[src/rtl/sample_row_reader_if.sv]
// Output sample stream from the row reader to the interpolation filter.
// Latency: n/a (wires only).
// Backpressure: out_ready from the slave holds the master's current sample.
interface sample_row_reader_if #(
   parameter int DATA_W = 8
);
   logic              out_valid;
   logic              out_ready;
   logic [DATA_W-1:0] out_data;
   logic [3:0]        out_idx;

   modport master (output out_valid, output out_data, output out_idx, input out_ready);
   modport slave  (input out_valid, input out_data, input out_idx, output out_ready);
endinterface

[src/rtl/sample_row_reader.sv]
// Sample buffer plus read sequencer: streams len samples walking idx by step (mod 16).
// Latency: first sample valid the cycle after start is accepted; done one cycle after last handshake.
// Backpressure: out_ready low holds idx, out_data and out_idx; buffer writes ignored while busy.
module sample_row_reader #(
   parameter int DATA_W = 8,
   parameter int DEPTH  = 16
) (
   input  logic              clk,
   input  logic              rst_n,
   input  logic              wr_en,
   input  logic [3:0]        wr_addr,
   input  logic [DATA_W-1:0] wr_data,
   input  logic              start,
   input  logic [4:0]        len,
   input  logic [3:0]        step,
   output logic              busy,
   output logic              done,
   sample_row_reader_if.master out_if
);

   typedef enum logic [1:0] {IDLE, RUN, DONE} state_t;

   state_t            state_q;
   state_t            state_d;
   logic [DATA_W-1:0] mem [DEPTH];
   logic [3:0]        idx_q;
   logic [4:0]        rem_q;
   logic [3:0]        step_q;
   logic              hs;

   assign hs = (state_q == RUN) && out_if.out_ready;

   // Next-state logic; start is only looked at in IDLE.
   always_comb begin
      state_d = state_q;
      case (state_q)
         IDLE: begin
            if (start) begin
               state_d = (len == 5'd0) ? DONE : RUN;
            end
         end
         RUN: begin
            if (hs && rem_q == 5'd1) begin
               state_d = DONE;
            end
         end
         DONE:    state_d = IDLE;
         default: state_d = IDLE;
      endcase
   end

   // State register.
   always_ff @(posedge clk or negedge rst_n) begin
      if (!rst_n) begin
         state_q <= IDLE;
      end else begin
         state_q <= state_d;
      end
   end

   // Sequencer datapath: latch len/step on start, advance idx on each handshake.
   always_ff @(posedge clk or negedge rst_n) begin
      if (!rst_n) begin
         idx_q  <= '0;
         rem_q  <= '0;
         step_q <= '0;
      end else if (state_q == IDLE) begin
         if (start && len != 5'd0) begin
            rem_q  <= len;
            step_q <= step;
            idx_q  <= '0;
         end
      end else if (hs) begin
         rem_q <= rem_q - 5'd1;
         idx_q <= idx_q + step_q;
      end
   end

   // Buffer writes only in IDLE so the data is frozen while streaming.
   always_ff @(posedge clk or negedge rst_n) begin
      if (!rst_n) begin
         for (int i = 0; i < DEPTH; i++) begin
            mem[i] <= '0;
         end
      end else if (state_q == IDLE && wr_en) begin
         mem[wr_addr] <= wr_data;
      end
   end

   // Outputs decode directly from state and the registered index.
   always_comb begin
      out_if.out_valid = (state_q == RUN);
      out_if.out_idx   = idx_q;
      out_if.out_data  = mem[idx_q];
      done             = (state_q == DONE);
      busy             = (state_q != IDLE);
   end

endmodule
[src/flat_wrapper.sv]
// flat-port wrapper written by rule: the top's interface ports become plain ports
module sample_row_reader_flat 
#(
   parameter int DATA_W = 8,
   parameter int DEPTH  = 16
)
  (clk, rst_n, wr_en, wr_addr, wr_data, start, len, step, busy, done, out_if_out_valid, out_if_out_data, out_if_out_idx, out_if_out_ready);
  sample_row_reader_if #(.DATA_W(DATA_W)) out_if_i ();
  input  logic clk;
  input  logic rst_n;
  input  logic wr_en;
  input  logic [3:0] wr_addr;
  input  logic [DATA_W-1:0] wr_data;
  input  logic start;
  input  logic [4:0] len;
  input  logic [3:0] step;
  output logic busy;
  output logic done;
  output wire logic [$bits(out_if_i.out_valid)-1:0] out_if_out_valid;
  output wire logic [$bits(out_if_i.out_data)-1:0] out_if_out_data;
  output wire logic [$bits(out_if_i.out_idx)-1:0] out_if_out_idx;
  input wire logic [$bits(out_if_i.out_ready)-1:0] out_if_out_ready;
  assign out_if_out_valid = out_if_i.out_valid;
  assign out_if_out_data = out_if_i.out_data;
  assign out_if_out_idx = out_if_i.out_idx;
  assign out_if_i.out_ready = out_if_out_ready;
  sample_row_reader #(.DATA_W(DATA_W), .DEPTH(DEPTH)) u_core (.clk(clk), .rst_n(rst_n), .wr_en(wr_en), .wr_addr(wr_addr), .wr_data(wr_data), .start(start), .len(len), .step(step), .busy(busy), .done(done), .out_if(out_if_i));
endmodule
[config.mk]
export PLATFORM = sky130hd
export DESIGN_NAME = sample_row_reader_flat
export DESIGN_NICKNAME = d
export VERILOG_FILES = /design/src/rtl/sample_row_reader_if.sv /design/src/rtl/sample_row_reader.sv /design/src/flat_wrapper.sv
export SDC_FILE = /design/constraint.sdc
export NUM_CORES = 1
export LEC_CHECK = 0
export ABC_AREA = 1
export CAP_MARGIN = 15
export CORE_MARGIN = 4
export CORE_UTILIZATION = 35
export DETAILED_ROUTE_END_ITERATION = 8
export GPL_ROUTABILITY_DRIVEN = 0
export PLACE_DENSITY = 0.55
export SLEW_MARGIN = 40
export SYNTH_ARGS = -nofsm -noshare
export SYNTH_HDL_FRONTEND = slang
export SYNTH_SLANG_ARGS = --single-unit
[constraint.sdc]
create_clock -name clk -period 1.35 [get_ports clk]
set_input_delay 0.27 -clock clk [delete_from_list [all_inputs] [get_ports clk]]
set_output_delay 0.27 -clock clk [all_outputs]
set_load 0.1 [all_outputs]
==> results.ini <==
[status]
status=finished with violations
violations=setup timing

[final_layout]
finalNetCount=1124
fin_util=0.576
antenna_cells=0
drive_above_1_share=0.434
synthToLayoutAreaGrowth_pct=60.0

[power]
intPower_w=0.0165
finalPower_w=0.0291
p_switching_w=0.0127
netSwitchingFraction=0.434
p_leak_nw=5.39
power.density_nw_per_um2=2470
pwr-share-comb=0.546
pwr-share-clk=0.178
p_seq_frac=0.276
vdd_drop_max_mv=0.920

[synthesis]
synth_top_area_cell=dfrtp_1
yosysSeqAreaShare=0.485
yosysTopAreaCellShare=0.485
ys_warn_count=0
synth-main-ff-cell=dfrtp_1
synthesis.nets=995
ys_ff_latch=143
synthCells=963
ys_types=29
async_flop_share=1.00
synth_edf_count=0
yosys-top-cells-area=dfrtp_1 (48%), nand2_1 (18%), nand3_1 (7.1%)
synth.avg_cell_area_um2=7.66
syn_area_um2=7380

[floorplanning]
ios=41
start_util=0.360
rows=52
die_x_um=153
dieArea_um2=23500
die_h_um=153
core_area_um2=20500

[sta]
fmax_mhz=446
slew_headroom=0.659
setup_viol=146
whs_ns=0.322
hold_violations=0
min_period_ns=2.24
rsz0062_at_grt=yes
tightest_slew_ns=0.511
fin_crit_sh=1.66
fin_setup_tns_ns=-39.33
finalClockSkew_ns=0.00687
drv_slew=0
layout_setup_ws_ns=-0.894

[global_route]
grt_max_degree=36
grt.total_usage=0.221
grt_pass1_wl_um=40300
grt_pass1_vias=6913
antenna_found_initial=0
grt_overflow=0

[clock_network]
cts-root-buf=clkbuf_16
clock_latency_ns=0.42
htree_levels=4
cts_tree=yes
cts_buffer_depth=2
clkTransAtPathRegs_ns=0.06
cts.sinks=143
cts_buffers=17

[routing]
dr.pass1.iters=5
via_count=7161
viasPerCell=5.21
drc_errors=0
wl_per_cell_um=19.6
drtIter0Drc=589
antenna_left=0
routed_wl_um=26900

[worst_hold_path]
hold_class=in -> async

[critical_path]
cp.required_ns=1.08
start_kind=flip-flop
critical_path_class=reg -> out
rr_startpoint=u_core.state_q[1]
crit_path_end_kind=output port
cp.arrival_ns=1.97
startpoint=u_core.out_if.out_idx[0]
cp_max_fo=10

[placement]
dpl.hpwl_um=14200
io_buffer_count=40

[run]
drv_cap=0

==> placed cells by master, fill, tap and decap left out, types with 3 or more instances in the layout <==
master / synthesis / final
nor2_1: 21 / 13
clkbuf_16: 0 / 21
nand2_4: 11 / 43
buf_16: 0 / 10
buf_6: 16 / 14
nor2_2: 0 / 5
nand3_2: 4 / 46
dfrtp_4: 0 / 3
o21ai_1: 32 / 76
bufinv_16: 0 / 5
buf_4: 1 / 49
o21ai_2: 13 / 60
dfrtp_1: 143 / 139
inv_1: 119 / 115
buf_12: 1 / 45
nor2_4: 1 / 4
ha_1: 5 / 3
nand2_2: 1 / 104
clkinvlp_4: 0 / 3
inv_2: 2 / 3
nand2_1: 351 / 202
clkinv_2: 0 / 5
clkdlybuf4s50_1: 0 / 24
nand3_4: 0 / 21
nand2_8: 0 / 26
o21ai_0: 94 / 3
nand3_1: 104 / 41
==> what timing repair did <==
| action | 4_1_cts | 5_1_grt |
|---|---|---|
| gates cloned | 19 | 8 |
| setup endpoints to repair | 133 | 158 |
| pin swaps | 31 | 37 |
| setup buffers | 12 | 0 |
| gates resized for setup | 138 | 211 |
| endpoints found under the hold margin | 27 | 0 |
| hold buffers | 1 | 0 |
==> through the flow <==
step           std cells  worst slack (ns)  instance area, µm²
5_1_grt             1375            -0.945               11800
2_1_floorplan        963            -0.407                7860
6_report            1375            -0.894               11800
3_3_place_gp        1303            -0.479                9180
3_5_place_dp        1303            -0.482                9180
4_1_cts             1367            -0.861               10900
==> synth_stat cells, types with 11 or more instances <==
cell / number
clkbuf_1: 15
inv_1: 119
buf_2: 17
nand2_4: 11
buf_6: 16
nor2_1: 21
dfrtp_1: 143
nand3_1: 104
o21ai_1: 32
nand2_1: 351
o21ai_0: 94
o21ai_2: 13
==> cell families (layout without fill, tap and decap cells) <==
group / count (synthesis) / after routing / share of synthesized area
buffers and inverters: 174 / 304 / 0.110
XOR/XNOR: 1 / 1 / 0.00119
AND/OR/NAND/NOR: 497 / 509 / 0.289
AO/OA/AOI/OAI: 142 / 142 / 0.103
adder cells (fa/ha/maj): 6 / 6 / 0.0112
flip-flops: 143 / 143 / 0.485
==> area by class of cell <==
class / instances / area [µm²]
Clock buffer: 21 / 460
Clock inverter: 11 / 186
Fill cell: 1752 / 8690
Inverter: 123 / 487
Multi-Input combinational cell: 658 / 4670
Sequential cell: 143 / 3590
Tap cell: 270 / 338
Timing Repair Buffer: 148 / 2070
Timing Repair inverter: 1 / 7.51
==> worst max-delay path, stage by stage (launching register included) <==
cell and delay (ns):
dfrtp_4 0.54, buf_12 0.16, buf_16 0.15, nand2_2 0.06, nand2_1 0.08, nand2_1 0.08, nand3_2 0.12, nand3_4 0.12
nand2_8 0.06, buf_12 0.16
==> state kept, by name (all words and copies together), names as in the netlist <==
register and cells:
u_core.out_if.out_idx 4, u_core.step_q 4, u_core.rem_q 5, u_core.state_q 2, u_core.mem 128
==> worst paths after layout <==
check                                      to  slack [ns]  cells after the start
setup / recovery           out_if_out_data[2]       -0.89                      9
hold / removal                 u_core.mem[85]        0.32                      2
setup reg to reg              u_core.mem[120]       -0.30                      9
hold reg to reg                u_core.mem[23]        0.49                      2
max in group asynchronous      u_core.mem[47]        0.49                      3
min in group clk             u_core.step_q[2]        0.40                      3
==> power by group through the flow <==
stage	registers [W]	logic, W	clock network [W]
floorplan	0.00749	0.00822	0
global placement	0.00744	0.0122	0
detailed placement	0.00749	0.0123	0
CTS	0.00760	0.0145	0.00523
global route	0.00825	0.0171	0.00541
finish	0.00803	0.0159	0.00519
==> routing by layer <==
layer,vias up,GRT usage,part of all wire
li1,3316,-,-
met3,40,0.0382,0.061
met5,-,0,0
met1,3561,0.300,0.42
met2,244,0.367,0.50
met4,0,0.0615,0.019
(Power assumes the default switching activity.)
